## config.mk

```make
export PLATFORM = sky130hd
export DESIGN_NAME = cam_search_ctrl_flat
export DESIGN_NICKNAME = d
export VERILOG_FILES = /design/src/rtl/cam_pkg.sv /design/src/rtl/cam_search_ctrl_if.sv /design/src/rtl/cam_prio_enc.sv /design/src/rtl/cam_search_ctrl.sv /design/src/flat_wrapper.sv
export SDC_FILE = /design/constraint.sdc
export NUM_CORES = 1
export LEC_CHECK = 0
export CAP_MARGIN = 40
export CORE_MARGIN = 3
export CORE_UTILIZATION = 25
export DETAILED_ROUTE_END_ITERATION = 6
export PLACE_DENSITY_LB_ADDON = 0.3
export SYNTH_ARGS = -nofsm -noshare
export SYNTH_HDL_FRONTEND = slang
export SYNTH_SLANG_ARGS = --single-unit
```

## constraint.sdc

```tcl
create_clock -name clk -period 2.05 [get_ports clk]
set_input_delay 0.5125 -clock clk [delete_from_list [all_inputs] [get_ports clk]]
set_output_delay 0.5125 -clock clk [all_outputs]
set_load 0.005 [all_outputs]
```

## src/rtl/cam_pkg.sv

```systemverilog
// Shared types for the CAM search sequencer: FSM state encoding and CAM slice read latency.
package cam_pkg;

  typedef enum logic [2:0] {
    IDLE = 3'd0,
    CLR  = 3'd1,
    PUMP = 3'd2,
    CAPT = 3'd3,
    RESP = 3'd4
  } cam_search_state_e;

  // Cycles from the last pump until the accumulated match vector is readable.
  localparam int unsigned CAM_RD_LAT = 1;

endpackage

```

## src/rtl/cam_search_ctrl_if.sv

```systemverilog
// Key-in / result-out handshake bundle for cam_search_ctrl.
// The master drives keys and consumes results; the slave is the sequencer.
interface cam_search_ctrl_if #(
  parameter int BRAM_DEPTH       = 512,
  parameter int CAM_DEPTH        = 64,
  parameter int MULTIPUMP_FACTOR = 2
);
  localparam int ADDR_W    = $clog2(BRAM_DEPTH);
  localparam int IDX_W     = $clog2(CAM_DEPTH);
  localparam int KEY_WIDTH = MULTIPUMP_FACTOR * ADDR_W;

  logic                 key_valid;
  logic                 key_ready;
  logic [KEY_WIDTH-1:0] key_data;
  logic                 res_valid;
  logic                 res_ready;
  logic                 res_hit;
  logic [IDX_W-1:0]     res_index;
  logic                 res_multi;

  modport master (
    output key_valid, key_data, res_ready,
    input  key_ready, res_valid, res_hit, res_index, res_multi
  );

  modport slave (
    input  key_valid, key_data, res_ready,
    output key_ready, res_valid, res_hit, res_index, res_multi
  );

endinterface

```

## src/rtl/cam_prio_enc.sv

```systemverilog
// Combinational priority encoder over the CAM match vector:
// any-hit, lowest set index (0 when empty) and more-than-one-hit flag.
module cam_prio_enc #(
  parameter int CAM_DEPTH = 64
) (
  input  logic [CAM_DEPTH-1:0]         vec,
  output logic                         hit,
  output logic [$clog2(CAM_DEPTH)-1:0] index,
  output logic                         multi
);
  localparam int IDX_W = $clog2(CAM_DEPTH);

  // Scan upward: first set bit fixes the index, any later set bit flags multi-hit.
  always_comb begin
    hit   = 1'b0;
    index = '0;
    multi = 1'b0;
    for (int i = 0; i < CAM_DEPTH; i++) begin
      if (vec[i]) begin
        if (!hit) index = IDX_W'(i);
        else      multi = 1'b1;
        hit = 1'b1;
      end
    end
  end

endmodule

```

## src/rtl/cam_search_ctrl.sv

```systemverilog
// CAM search sequencer: accepts a key, clears the CAM slice, pumps one address
// chunk per cycle, captures the accumulated match vector and returns an encoded result.
// Optional build macro CAM_SEARCH_VECTOR_EN adds the res_vector output carrying the
// raw captured match vector.
module cam_search_ctrl
  import cam_pkg::*;
#(
  parameter  int BRAM_DEPTH       = 512,
  parameter  int CAM_DEPTH        = 64,
  parameter  int MULTIPUMP_FACTOR = 2,
  localparam int ADDR_W           = $clog2(BRAM_DEPTH),
  localparam int IDX_W            = $clog2(CAM_DEPTH),
  localparam int KEY_WIDTH        = MULTIPUMP_FACTOR * ADDR_W
) (
  input  logic                    clk,
  input  logic                    sys_rstn,
  cam_search_ctrl_if.slave        bus,
  output logic                    rst_cmd,
  output logic                    cam_chip_en,
  output logic                    cam_wr_en,
  output logic [ADDR_W-1:0]       cam_addr,
  output logic                    cam_compare,
  input  logic [CAM_DEPTH-1:0]    cam_rdata
`ifdef CAM_SEARCH_VECTOR_EN
  ,
  output logic [CAM_DEPTH-1:0]    res_vector
`endif
);

  localparam int               CNT_W    = (MULTIPUMP_FACTOR > 1) ? $clog2(MULTIPUMP_FACTOR) : 1;
  localparam logic [CNT_W-1:0] CNT_LAST = CNT_W'(MULTIPUMP_FACTOR - 1);

  cam_search_state_e    r_state;
  cam_search_state_e    w_next;
  logic [KEY_WIDTH-1:0] r_key;
  logic [CNT_W-1:0]     r_cnt;
  logic                 r_hit;
  logic [IDX_W-1:0]     r_index;
  logic                 r_multi;
  logic                 w_hit;
  logic [IDX_W-1:0]     w_index;
  logic                 w_multi;
  logic [ADDR_W-1:0]    w_chunk;
  logic                 w_key_acc;

  assign w_key_acc = (r_state == IDLE) && bus.key_valid;
  assign cam_wr_en = 1'b0;

  // State register; reset aborts any in-flight search.
  always_ff @(posedge clk or negedge sys_rstn) begin
    if (!sys_rstn) r_state <= IDLE;
    else           r_state <= w_next;
  end

  // Next-state and per-state decode of handshake and CAM pins.
  always_comb begin
    w_next        = r_state;
    bus.key_ready = 1'b0;
    bus.res_valid = 1'b0;
    rst_cmd       = 1'b0;
    cam_chip_en   = 1'b0;
    cam_compare   = 1'b0;
    cam_addr      = '0;
    case (r_state)
      IDLE: begin
        bus.key_ready = 1'b1;
        if (bus.key_valid) w_next = CLR;
      end
      CLR: begin
        rst_cmd = 1'b1;
        w_next  = PUMP;
      end
      PUMP: begin
        cam_chip_en = 1'b1;
        cam_compare = 1'b1;
        cam_addr    = w_chunk;
        if (r_cnt == CNT_LAST) w_next = CAPT;
      end
      CAPT: w_next = RESP;
      RESP: begin
        bus.res_valid = 1'b1;
        if (bus.res_ready) w_next = IDLE;
      end
      default: w_next = IDLE;
    endcase
  end

  // Select the key chunk addressed by the pump counter, chunk 0 in the low bits.
  always_comb begin
    w_chunk = '0;
    for (int i = 0; i < MULTIPUMP_FACTOR; i++) begin
      if (r_cnt == CNT_W'(i)) w_chunk = r_key[i*ADDR_W +: ADDR_W];
    end
  end

  // Key holding register: loaded only on an accepted key, no reset needed.
  always_ff @(posedge clk) begin
    if (w_key_acc) r_key <= bus.key_data;
  end

  // Pump counter: cleared in CLR, saturates at the last chunk.
  always_ff @(posedge clk or negedge sys_rstn) begin
    if (!sys_rstn)                                r_cnt <= '0;
    else if (r_state == CLR)                      r_cnt <= '0;
    else if (r_state == PUMP && r_cnt != CNT_LAST) r_cnt <= r_cnt + 1'b1;
  end

  cam_prio_enc #(
    .CAM_DEPTH (CAM_DEPTH)
  ) u_prio_enc (
    .vec   (cam_rdata),
    .hit   (w_hit),
    .index (w_index),
    .multi (w_multi)
  );

  // Result registers: loaded from the encoder in CAPT, held through RESP.
  always_ff @(posedge clk or negedge sys_rstn) begin
    if (!sys_rstn) begin
      r_hit   <= 1'b0;
      r_index <= '0;
      r_multi <= 1'b0;
    end else if (r_state == CAPT) begin
      r_hit   <= w_hit;
      r_index <= w_index;
      r_multi <= w_multi;
    end
  end

  assign bus.res_hit   = r_hit;
  assign bus.res_index = r_index;
  assign bus.res_multi = r_multi;

`ifdef CAM_SEARCH_VECTOR_EN
  logic [CAM_DEPTH-1:0] r_vec;

  // Raw match vector captured alongside the encoded result.
  always_ff @(posedge clk or negedge sys_rstn) begin
    if (!sys_rstn)            r_vec <= '0;
    else if (r_state == CAPT) r_vec <= cam_rdata;
  end

  assign res_vector = r_vec;
`endif

endmodule

```

## src/flat_wrapper.sv

```systemverilog
// flat-port wrapper written by rule: the top's interface ports become plain ports
module cam_search_ctrl_flat import cam_pkg::*;
#(
  parameter  int BRAM_DEPTH       = 512,
  parameter  int CAM_DEPTH        = 64,
  parameter  int MULTIPUMP_FACTOR = 2,
  localparam int ADDR_W           = $clog2(BRAM_DEPTH),
  localparam int IDX_W            = $clog2(CAM_DEPTH),
  localparam int KEY_WIDTH        = MULTIPUMP_FACTOR * ADDR_W
)
  (clk, sys_rstn, rst_cmd, cam_chip_en, cam_wr_en, cam_addr, cam_compare, cam_rdata, bus_key_valid, bus_key_data, bus_res_ready, bus_key_ready, bus_res_valid, bus_res_hit, bus_res_index, bus_res_multi);
  cam_search_ctrl_if #(.BRAM_DEPTH(BRAM_DEPTH), .CAM_DEPTH(CAM_DEPTH), .MULTIPUMP_FACTOR(MULTIPUMP_FACTOR)) bus_i ();
  input  logic clk;
  input  logic sys_rstn;
  output logic rst_cmd;
  output logic cam_chip_en;
  output logic cam_wr_en;
  output logic [ADDR_W-1:0] cam_addr;
  output logic cam_compare;
  input  logic [CAM_DEPTH-1:0] cam_rdata;
  input wire logic [$bits(bus_i.key_valid)-1:0] bus_key_valid;
  input wire logic [$bits(bus_i.key_data)-1:0] bus_key_data;
  input wire logic [$bits(bus_i.res_ready)-1:0] bus_res_ready;
  output wire logic [$bits(bus_i.key_ready)-1:0] bus_key_ready;
  output wire logic [$bits(bus_i.res_valid)-1:0] bus_res_valid;
  output wire logic [$bits(bus_i.res_hit)-1:0] bus_res_hit;
  output wire logic [$bits(bus_i.res_index)-1:0] bus_res_index;
  output wire logic [$bits(bus_i.res_multi)-1:0] bus_res_multi;
  assign bus_i.key_valid = bus_key_valid;
  assign bus_i.key_data = bus_key_data;
  assign bus_i.res_ready = bus_res_ready;
  assign bus_key_ready = bus_i.key_ready;
  assign bus_res_valid = bus_i.res_valid;
  assign bus_res_hit = bus_i.res_hit;
  assign bus_res_index = bus_i.res_index;
  assign bus_res_multi = bus_i.res_multi;
  cam_search_ctrl #(.BRAM_DEPTH(BRAM_DEPTH), .CAM_DEPTH(CAM_DEPTH), .MULTIPUMP_FACTOR(MULTIPUMP_FACTOR)) u_core (.clk(clk), .sys_rstn(sys_rstn), .bus(bus_i), .rst_cmd(rst_cmd), .cam_chip_en(cam_chip_en), .cam_wr_en(cam_wr_en), .cam_addr(cam_addr), .cam_compare(cam_compare), .cam_rdata(cam_rdata));
endmodule
```

==> impl_metrics.json <==
{
  "cts_tree": "done",
  "io_pins": 109,
  "synth.top_cell.area_share_pct": 18.0,
  "grt_pass1_wl_um": 22800,
  "synthDistinctLibCells": 64,
  "power.density_nw_per_um2": 613,
  "slew_headroom_pct": 57.9,
  "ys.flop_type": "edfxtp_1",
  "cts_sinks": 30,
  "area_delta_synth_final_pct": 105,
  "drv_slew": 0,
  "port_buffers": 107,
  "drtIter0Drc": 254,
  "finClkSkew_ps": 3.88,
  "path_class": "input port to flop",
  "min_period_ps": 2400,
  "routabilityCongestion": 0.942,
  "wl_per_cell_um": 18.7,
  "htree_levels": 2,
  "async_reset_ff_share_pct": 40.0,
  "rsz0062_at_grt": "true",
  "fillers": 1079,
  "netlist_area_um2": 3010,
  "grt_usage_pct": 21.5,
  "hold_viol": 0,
  "hold_depth": 1,
  "fin_nets": 744,
  "hp-class": "flop to flop",
  "cts.path.max_buffers": 2,
  "vias_per_cell": 5.41,
  "p_leak_nw": 2.70,
  "synthCells": 383,
  "setup_slack_ps": -354,
  "setup-tns-final_ps": -1640,
  "rr_worst_depth": 8,
  "clock_latency_ps": 270,
  "antenna_cells": 0,
  "fin_crit_sh_pct": 117,
  "first_pass_iters": 5,
  "start_util_pct": 26.0,
  "hpwl_um": 11200,
  "end_kind": "flop",
  "syn_area_per_cell_um2": 7.85,
  "arrival_ps": 2550,
  "vias": 4341,
  "ir_drop_uv": 634,
  "cp-start-kind": "input port",
  "die_w_um": 116,
  "cts_made_buffers": 5,
  "synthTopCellsByArea": "edfxtp_1 18%, dfrtp_1 10%, nor2_1 6.0%",
  "die_y_um": 116,
  "cp_max_fo": 3,
  "synth_fp_nets": 469,
  "ys_warn_count": 0,
  "yosysSeqAreaShare_pct": 28.0,
  "dieArea_um2": 13400,
  "antenna_found_initial": 0,
  "path_clk_slew_ps": 50,
  "grt_pass1_vias": 4453,
  "hold_ws_ps": 515,
  "crit_required_ps": 2190,
  "grt_max_degree": 19,
  "row_count": 39,
  "drt-total-wl_um": 15000,
  "status": "finished, violations left",
  "failed_checks": "negative setup slack",
  "worstMarginPinSlew_ps": 630,
  "synth-seq-cells": 30,
  "synth_edf_count": 18,
  "antenna_left": 0,
  "fmax_ghz": 0.416,
  "drive_gt1_share_pct": 48.0,
  "yosys.area.top_type": "edfxtp_1",
  "gr-total-overflow": 0,
  "cts-root-buf": "clkbuf_16",
  "core_um2": 11600,
  "setup_viol": 8,
  "drc": 0,
  "drv_cap": 0
}
[what timing repair did]
item | in CTS | in global routing
gates resized for setup | 290 | 53
gates cloned | 2 | 0
buffers inserted | 35 | 9
pin swaps | 59 | 22
endpoints found under the setup margin | 22 | 14
hold buffers | 0 | 0
[critical path, cell delays in order]
cell and delay [ps]:
buf_8 100, nor4_4 300, nand4_1 150, buf_6 150, buf_6 100, or4_4 580
nor2_4 150, a31oi_4 50, a2111oi_2 330, a31oi_1 110
[stage by stage]
| step | std cells | setup slack, ps | utilization, % | instance area (µm²) | power (mW) |
|---|---|---|---|---|---|
| after floorplan | 383 | -438 | - | 3050 | 1.56 |
| after global placement | 751 | -1140 | 45.1 | 5220 | 2.50 |
| after detailed placement | 751 | -1090 | 45.1 | 5220 | 2.53 |
| after CTS | 794 | -293 | 51.6 | 5970 | 3.75 |
| after global routing | 802 | -477 | 53.2 | 6150 | 3.99 |
| final | 802 | -354 | 53.2 | 6150 | 3.77 |
[registers in the layout, indices dropped and copies added, names as in the netlist]
signal / count
u_core.bus.res_index: 6
u_core.r_cnt: 1
u_core.bus.res_hit: 1
u_core.r_state: 3
u_core.r_key: 18
u_core.bus.res_multi: 1
[cells by family after synthesis]
logic type | after synthesis | synth area share (%)
other cells | 1 | 0.125
buf+inv | 34 | 4.62
fa+ha+maj | 1 | 0.333
mux | 10 | 3.33
simple gates | 176 | 34.4
compound gates | 131 | 29.2
flops | 30 | 28.0
[routing by layer]
metal	GRT usage, %	routed length, µm	vias up
li1	-	-	2061
met1	28.3	6440	2084
met2	36.4	7250	168
met3	3.66	943	28
met4	5.96	327	0
met5	0	0	-
[Yosys cell counts (3+ instances only)]
cell type,instances
nor2_1,48
a21oi_1,29
o21ai_0,27
nor3_1,25
nand2_1,24
inv_1,19
edfxtp_1,18
nor4_1,13
dfrtp_1,12
mux2i_1,10
a31oi_1,8
nand3_1,8
nand4_1,8
nor4_2,8
clkbuf_1,7
nand2b_1,6
nor2b_1,6
a211oi_1,5
o41ai_1,5
or3_1,5
a21o_1,4
a221oi_1,4
a22o_1,4
a22oi_1,4
nor4_4,4
o21bai_1,4
or4_1,4
and2_1,3
buf_1,3
buf_2,3
o2111ai_1,3
o211ai_1,3
o21ai_1,3
o22a_1,3
o22ai_1,3
o31ai_1,3
[placed cells by master, fill, tap and decap left out, types with 6 or more instances in the layout]
cell type / n
buf_4: 157
o21ai_0: 25
nor4_4: 15
a31oi_1: 6
mux2i_1: 10
nand2b_1: 6
dlygate4sd2_1: 9
nor4_1: 6
buf_6: 23
a21oi_1: 24
clkbuf_2: 8
edfxtp_1: 18
nor2b_1: 6
buf_2: 27
nand4_1: 8
clkdlybuf4s50_1: 36
inv_1: 19
nand2_1: 19
clkdlybuf4s15_2: 6
nor3_1: 19
dfrtp_1: 9
nor2_1: 42
[path summary, 6_finish.rpt]
path                                          from                      end  slack [ps]
max                                  cam_rdata[38]     u_core.bus.res_multi        -350
max in group asynchronous                 sys_rstn        u_core.r_state[1]         970
min reg2reg                u_core.bus.res_index[4]  u_core.bus.res_index[4]         510
max reg2reg                      u_core.r_state[2]     u_core.bus.res_multi        -110
min                        u_core.bus.res_index[4]  u_core.bus.res_index[4]         510
min in group asynchronous                 sys_rstn  u_core.bus.res_index[5]         630
[where the power goes]
| group | internal, mW | leakage [nW] | switching [mW] |
|---|---|---|---|
| sequential | 0.866 | 0.304 | 0.134 |
| clock | 0.729 | 0.0971 | 0.259 |
| combinational | 0.976 | 2.30 | 0.808 |
[layout make-up]
class                   count  area [µm²]  share of cell area [%]
clock buffers               6         139                    2.26
multi-input cells         321        2540                    41.3
inverters                  19        71.3                    1.16
clock inverters             2        60.1                   0.976
repair buffers            281        2320                    37.7
well taps                 143         179                    2.91
flip-flops and latches     30         845                    13.7
Power figures use the tool's default switching activity.
==> RTL change, RTL diff (config.mk and constraints unchanged) <==
Encoding of `cam_search_state_e`: now one-hot (5 bits for 5 states).
--- a/src/rtl/cam_pkg.sv
+++ b/src/rtl/cam_pkg.sv
@@ -1,12 +1,12 @@
 // Shared types for the CAM search sequencer: FSM state encoding and CAM slice read latency.
 package cam_pkg;
 
-  typedef enum logic [2:0] {
-    IDLE = 3'd0,
-    CLR  = 3'd1,
-    PUMP = 3'd2,
-    CAPT = 3'd3,
-    RESP = 3'd4
+  typedef enum logic [4:0] {
+    IDLE = 5'b00001,
+    CLR  = 5'b00010,
+    PUMP = 5'b00100,
+    CAPT = 5'b01000,
+    RESP = 5'b10000
   } cam_search_state_e;
 
   // Cycles from the last pump until the accumulated match vector is readable.
Formal check against the unedited RTL: same outputs for any inputs over 4 cycles, from zero or initial values and one cycle with sys_rstn low; so few cycles prove little.
==> RTL change against the unedited design <==
- the run still ends with negative setup slack left
- power decreased by 1.2%
- count of clock-buffer cells in the layout is 2 higher
- synthesized area is 0.46% lower
- sequential cell count up 2
- register-to-register slack lost 610 ps
- largest cell class is now non-clock buffers
- worst setup slack worse by 500 ps
- routed wire length shrank 7.7%
- cell area is 0.75% higher
- combinational power barely moved
==> RTL change: results (changes against the unedited design) <==
Status
  – Status: complete, but fails checks
  – Failing checks: negative setup slack

Place
  – Placed insts: 771 (+2.7%)
  – DP Worst Slack: -1531 ps (-437.5 ps)
  – GPL Wtd Cong: 0.9069 (-3.7%)
  – Dpl hpwl: 10620 um (-5.5%)
  – Placed cell area: 5390 sq um (+3.3%)

STA
  – Worst setup margin: -856.9 ps (-503.1 ps)
  – Final setup viols: 19 (+11)
  – Setup Skew: 3.722 ps (-0.1604 ps)
  – Worst-Margin Slew: 571.6 ps (-58.08 ps)
  – Setup TNS: -4846 ps (-3203 ps)
  – Worst hold margin: 546.1 ps (+31.26 ps)

Layout
  – Fraction of area in multi-input gates: 0.3909 (-0.02206)
  – Inserted Diodes: 0 (unchanged)
  – Fraction of area in registers: 0.1440 (+0.006647)
  – Filler cells: 1051 (-2.6%)
  – Share of post-route cells with drive strength above 1: 0.4672 (-0.01235)
  – Nets: 755 (+1.5%)
  – Buffer share of cell area: 0.3957 (+0.01899)
  – Clk cell area share: 0.02867 (-0.003674)
  – Synthesis-to-layout area growth: 107.1%
  – Most flops, register: u_core.r_key
  – Comb_multi_in: 319 (-0.62%)
  – Final Cell Area: 6197 sq um (+0.75%)
  – # clk buffers: 8 (+2)
  – Bufs w/o clock: 292 (+3.9%)

Worst setup path
  – Critical-path maximum fanout: 5 (+2)
  – RR Endpoint: u_core.bus.res_multi$_DFFE_PN0P_
  – R2R Setup Slk: -720 ps (-610 ps)
  – Critical path's slowest cell: or4_4
  – Worst EP arrival: 3060 ps (+510 ps)
  – Worst path top cell family by delay: compound AO/OA/AOI/OAI gates
  – R2R Path Start: u_core.r_state[1]$_DFFE_PN0P_

Synthesis
  – Sequential fraction of the synthesis area: 0.2981 (+0.01843)
  – Avg Inst Size Synth: 7.814 sq um (-0.46%)
  – Synth cell types: 67 (+4.7%)
  – Synth top cells by count: nor2_1 (51), a21oi_1 (33), nand2_1 (23), nor3_1 (23), o21ai_0 (23)
  – Post-synth ARST share: 0.4375 (+0.03750)
  – Syn_nets: 469 (unchanged)
  – Synth area leaders: edfxtp_1 (18%), dfrtp_1 (11%), nor2_1 (6.4%)

Pwr
  – Flop pwr share: 0.295 (+0.030)
  – Max IR drop VDD: 0.6064 mV (-4.3%)
  – Net Sw Frac: 0.3256 (+0.007266)
  – Clock share of power: 0.227 (-0.035)
  – Pwr per Cell Area: 601.2 nW/um^2 (-2.0%)
  – P_leak: 2.663 nW (-1.3%)

Route
  – Detailed Routing Iterations Pass 1: 5 (unchanged)
  – Starting DRT DRC Count: 286 (+13%)
  – Via count: 4343 (+0.046%)
  – Via density: 5.342 (-1.3%)
  – Routed WL per cell: 17.00 um (-8.9%)

CTS
  – Clock transition at path regs: 50 ps (about the same)
  – Deepest level of the CTS H-tree: 2 (unchanged)
  – Clk sinks: 32 (+6.7%)
  – Clock insertion delay at the later pin of the skew report: 270 ps (about the same)

Worst hold path
  – Hold crit path type: in -> async

GRT
  – First-pass GRT wire length: 21560 um (-5.3%)
  – Vias in the first global route: 4352 (-2.3%)
  – Gr usage total: 0.2029 (-0.01187)
==> RTL change: changes by cell type after synthesis, sizes merged, moves of 5 or more <==
cell / delta
nand4: -6
o21ai: -7
nor4: -5
or3: +5
a211oi: +8
nor2b: -6
o22ai: +8
==> RTL change: logic make-up after synthesis <==
logic type	Yosys count	share of synthesized area
and+or+nand+nor	179	0.3340
buffers and inverters	32	0.04556
DFF	32	0.2981
adders and majority gates	3	0.01003
other	1	0.001253
AOI/OAI and AO/OA	127	0.2809
muxes	9	0.03010
==> RTL change: worst max-delay path by stage <==
stage / start / end / slack, ps / cells after the start
final: cam_rdata[2] / u_core.bus.res_multi$_DFFE_PN0P_ / -860 / 11
after global routing: cam_rdata[2] / u_core.bus.res_multi$_DFFE_PN0P_ / -930 / 11
after CTS: cam_rdata[3] / u_core.bus.res_multi$_DFFE_PN0P_ / -840 / 9
after detailed placement: cam_rdata[11] / u_core.bus.res_multi$_DFFE_PN0P_ / -1530 / 10
after global placement: cam_rdata[11] / u_core.bus.res_multi$_DFFE_PN0P_ / -1400 / 10
after floorplan: cam_rdata[11] / u_core.bus.res_multi$_DFFE_PN0P_ / -830 / 8
==> RTL change: per-layer routing <==
layer / track usage / vias up / wire [um]
li1: - / 2069 / -
met1: 0.2648 / 2070 / 5791
met2: 0.3507 / 172 / 6777
met3: 0.02872 / 32 / 893
met4: 0.05634 / 0 / 356
met5: 0 / - / 0
==> RTL change: worst reg2reg max path: cells and delay by family, from the launching register on <==
family	cells	cell delay (ps)
simple gates	4	1130
flops	1	390
compound gates	4	1140
==> RTL change: timing repair <==
action	4_1_cts	5_1_grt
setup buffers	34	6
gates resized for setup	224	51
pin swaps	53	30
cloned	1	0
setup endpoints to repair	22	22
hold buffers	0	0
